### config.mk
export PLATFORM = sky130hd
export DESIGN_NAME = rf_dump
export DESIGN_NICKNAME = d
export VERILOG_FILES = /design/src/rtl/rf_dump.sv
export SDC_FILE = /design/constraint.sdc
export NUM_CORES = 1
export LEC_CHECK = 0
export CELL_PAD_IN_SITES_DETAIL_PLACEMENT = 0
export CELL_PAD_IN_SITES_GLOBAL_PLACEMENT = 1
export CORE_MARGIN = 2
export CORE_UTILIZATION = 33
export CTS_CLUSTER_SIZE = 40
export DETAILED_ROUTE_END_ITERATION = 6
export PLACE_DENSITY = 0.86
export SLEW_MARGIN = 10
export SYNTH_ARGS = -nofsm -noshare
export SYNTH_HDL_FRONTEND = slang
export SYNTH_SLANG_ARGS = --single-unit
### constraint.sdc
create_clock -name clk -period 3.4 [get_ports clk]
set_input_delay 0.85 -clock clk [delete_from_list [all_inputs] [get_ports clk]]
set_output_delay 0.85 -clock clk [all_outputs]
set_load 0.05 [all_outputs]
### src/rtl/rf_dump.sv
// Register-file dump engine: walks START_ADDR..END_ADDR through one read port
// and streams (address, data) pairs out over a valid/ready interface.
module rf_dump #(
  localparam int unsigned ADDR_W = 4,
  localparam int unsigned DATA_W = 16,
  parameter logic [ADDR_W-1:0] START_ADDR = 4'h0,
  parameter logic [ADDR_W-1:0] END_ADDR   = 4'hF
) (
  input  logic              clk,
  input  logic              rst,
  input  logic              start,
  input  logic              abort,
  output logic              busy,
  output logic              done,
  output logic [ADDR_W-1:0] rd_addr,
  output logic              rd_en,
  input  logic [DATA_W-1:0] rd_data,
  output logic [ADDR_W-1:0] out_addr,
  output logic [DATA_W-1:0] out_data,
  output logic              out_valid,
  input  logic              out_ready
);

  typedef enum logic [1:0] {
    S_IDLE = 2'd0,
    S_READ = 2'd1,
    S_SEND = 2'd2,
    S_DONE = 2'd3
  } state_t;

  state_t            state;
  state_t            state_nxt;
  logic [ADDR_W-1:0] addr;
  logic [ADDR_W-1:0] addr_nxt;
  logic              capture;

  // Next-state and address counter; abort outranks capture and handshake.
  always_comb begin
    state_nxt = state;
    addr_nxt  = addr;
    capture   = 1'b0;
    unique case (state)
      S_IDLE: begin
        if (start) begin
          state_nxt = S_READ;
          addr_nxt  = START_ADDR;
        end
      end
      S_READ: begin
        if (abort) begin
          state_nxt = S_IDLE;
        end else begin
          state_nxt = S_SEND;
          capture   = 1'b1;
        end
      end
      S_SEND: begin
        if (abort) begin
          state_nxt = S_IDLE;
        end else if (out_ready) begin
          if (addr == END_ADDR) begin
            state_nxt = S_DONE;
          end else begin
            state_nxt = S_READ;
            if (addr < END_ADDR) begin
              addr_nxt = addr + ADDR_W'(1);
            end
          end
        end
      end
      S_DONE: begin
        state_nxt = S_IDLE;
      end
      default: begin
        state_nxt = S_IDLE;
      end
    endcase
  end

  // State register plus outputs decoded from the next state, so every output is a flop.
  always_ff @(posedge clk) begin
    if (rst) begin
      state     <= S_IDLE;
      addr      <= START_ADDR;
      busy      <= 1'b0;
      done      <= 1'b0;
      rd_en     <= 1'b0;
      rd_addr   <= '0;
      out_valid <= 1'b0;
      out_addr  <= '0;
      out_data  <= '0;
    end else begin
      state     <= state_nxt;
      addr      <= addr_nxt;
      busy      <= (state_nxt != S_IDLE);
      done      <= (state_nxt == S_DONE);
      rd_en     <= (state_nxt == S_READ);
      out_valid <= (state_nxt == S_SEND);
      if (state_nxt == S_READ) begin
        rd_addr <= addr_nxt;
      end
      if (capture) begin
        out_data <= rd_data;
        out_addr <= addr;
      end
    end
  end

endmodule

==> flow_metrics.tcl <==
set metrics [dict create \
    cts.clk_slew.worst_paths_ps 60 \
    cts_buffer_depth 2 \
    reg2reg_depth 4 \
    cts_hold_buf 0 \
    fmax_mhz 434.6 \
    setup_viol 0 \
    grt_start_max_net_pins 22 \
    skew_ps 2.554 \
    grt_pass1_vias 1117 \
    wl_per_cell_um 11.68 \
    cp_max_fo 2 \
    nets 221 \
    finalHoldViolations 0 \
    cts_post_setup_buffers_inserted 0 \
    die_y_um 66.34 \
    hp-start "out_data[14]$_SDFFE_PP0P_" \
    vias_per_cell 4.762 \
    die_x_um 66.34 \
    cp_data_arrival_time_ps 1450 \
    dr.pass1.iters 4 \
    instances_no_fill 248 \
    min_path_type "reg2reg" \
    port-buffer-count 48 \
    worst-setup-path-type "reg2out" \
    cts_tree "yes" \
    worst_pin_slew_ps 682.1 \
    synth_fp_nets 173 \
    wirelength_mm 2.896 \
    start_util 0.3477 \
    diodes 0 \
    ys_types 32 \
    finalSetupTns_ps 0 \
    areaGrowthSynthToFinish_pct 47.02 \
    top_level_ports 49 \
    timing.rr.end "out_data[2]$_SDFFE_PP0P_" \
    clk_latency_ps 280 \
    worstPathCellList "clkdlybuf4s50_1" \
    cts_buffers 5 \
    antenna_found_initial 0 \
    p_per_area_mw_per_mm2 430.5 \
    ys.flop_type "dfxtp_1" \
    crit_path_max_incr_delay_ps 810 \
    root_buffer "clkbuf_8" \
    core-area_mm2 0.003689 \
    drv_cap 0 \
    cts.sinks 34 \
    rows 22 \
    syn_area_mm2 0.001282 \
    syn_inst 151 \
    htreeDepth 2 \
    layout-drive-gt1-share 0.05500 \
    whs_endpoint "out_data[14]$_SDFFE_PP0P_" \
    dp_hpwl_mm 2.164 \
    startpoint_type "register" \
    synth_seq_area_share 0.5307 \
    slew_violations 0 \
    rr_startpoint "state[0]$_SDFF_PP0_" \
    rsz0062_at_grt "false" \
    synth_edf_count 0 \
    num_vias 1181 \
    ys_warn_count 0 \
    worst-path-buf-inv 1 \
    ctsResizeCount 0 \
    vdd_drop_max_mv 0.1891 \
    die_area_mm2 0.004401 \
    fin_crit_ps 2301 \
    leakagePower_nw 0.6901 \
    drc_errors 0 \
    crit_required_ps 2550 \
    async_flop_share 0 \
    post-route-period-util 0.6768 \
    drt_iter0_markers 43 \
    rrSetupSlack_ps 1770 \
    grt_overflow 0 \
    track_usage 0.1415 \
    synth.ff_latch_count 34 \
    min_path_cells 2 \
    slew_headroom 0.5453 \
    crit_path_top_delay_cell "clkdlybuf4s50_1" \
    holdWs_ps 454.2 \
    drtAntennaViolNets 0 \
    gp_congestion 0.8023 \
    syn_area_per_cell_um2 8.493 \
    fin_util 0.5112 \
    placed_cells 240 \
    grt_pass1_wl_mm 4.761 \
    outcome "finished, final reports clean" \
    cp_top_family "buffers and inverters" \
    endpoint_kind "primary output" \
]
[synth_stat cells (2+ instances only)]
cell | number | area [um^2]
a21oi_1 | 25 | 125.1
buf_2 | 2 | 10.01
nor2b_1 | 2 | 12.51
inv_1 | 2 | 7.510
nand2_1 | 44 | 165.2
dfxtp_1 | 34 | 680.7
nor2_1 | 9 | 33.78
clkbuf_1 | 4 | 15.01
o21ai_1 | 2 | 10.01
nand2b_1 | 2 | 12.51
nand3_1 | 4 | 20.02
[layout make-up]
class	count	area, um^2
well taps	48	60.06
clock buffers	7	86.33
repair buffers	49	488.0
clock inverters	1	5.005
flip-flops and latches	34	680.7
fillers	365	1803
inverters	2	7.507
multi-input cells	107	558.0
[report_power, final]
part | switching (mW) | internal, mW
clock | 0.133 | 0.163
combinational | 0.0584 | 0.0444
sequential | 0.00514 | 0.408
total | 0.197 | 0.615
[metal layers]
metal	wire [um]	track usage	share of wire
met4	48	0.06888	0.017
met2	1401	0.2450	0.48
met3	185	0.03918	0.064
met5	0	0	0
met1	1261	0.1581	0.44
[placed cells by master, fill, tap and decap left out]
| master | n |
|---|---|
| o21ai_1 | 2 |
| mux2i_1 | 1 |
| and4b_1 | 1 |
| clkbuf_8 | 6 |
| o31ai_1 | 1 |
| clkinv_2 | 1 |
| o31ai_2 | 1 |
| nor2b_1 | 2 |
| or2_2 | 1 |
| o221a_1 | 1 |
| nand4bb_1 | 1 |
| a21o_1 | 1 |
| dfxtp_1 | 34 |
| nor3_1 | 1 |
| nand2_1 | 44 |
| clkbuf_1 | 1 |
| nand3b_1 | 1 |
| a41o_1 | 1 |
| nor3b_1 | 1 |
| a22oi_1 | 1 |
| buf_4 | 1 |
| nor2_1 | 9 |
| nand3_1 | 4 |
| ha_1 | 1 |
| clkdlybuf4s50_1 | 48 |
| and3b_1 | 1 |
| nand2b_1 | 2 |
| a21oi_1 | 25 |
| and2_1 | 1 |
| a21oi_4 | 1 |
| and4bb_1 | 1 |
| xor2_1 | 1 |
| inv_1 | 2 |
[metrics by stage]
stage / instance area [um^2] / worst slack (ps) / total power, mW
floorplan: 1282 / 1643 / 0.4791
detailed placement: 1794 / 990.4 / 0.5253
CTS: 1886 / 1079 / 0.8247
global placement: 1794 / 1066 / 0.5238
finish: 1886 / 1099 / 0.8118
global route: 1886 / 1051 / 0.8491
[flip-flops by register name, indices dropped and copies added, names as in the netlist]
register / flops
addr: 4
busy: 1
done: 1
out_addr: 4
out_data: 16
out_valid: 1
rd_addr: 4
rd_en: 1
state: 2
[cell families after synthesis]
family	Yosys count	share of synthesized area
and+or+nand+nor	70	0.2488
AOI/OAI and AO/OA	34	0.1620
xor gates and xnor gates	1	0.006831
adders and majority gates	1	0.009755
buffers and inverters	10	0.03414
DFF	34	0.5307
muxes	1	0.007805
[how the worst max path moves through the flow]
stage                                         from                  endpoint  slack [ps]  depth (start not counted)
after floorplan                              abort   rd_addr[0]$_SDFFE_PP0N_        1640                          5
after global placement                       abort   rd_addr[0]$_SDFFE_PP0N_        1070                          5
after detailed placement                     abort  out_data[2]$_SDFFE_PP0P_         990                          5
after CTS                 out_addr[1]$_SDFFE_PP0P_               out_addr[1]        1080                          1
after global routing       rd_addr[3]$_SDFFE_PP0N_                rd_addr[3]        1050                          1
final                     out_addr[3]$_SDFFE_PP0P_               out_addr[3]        1100                          1
Power figures use the tool's default switching activity.
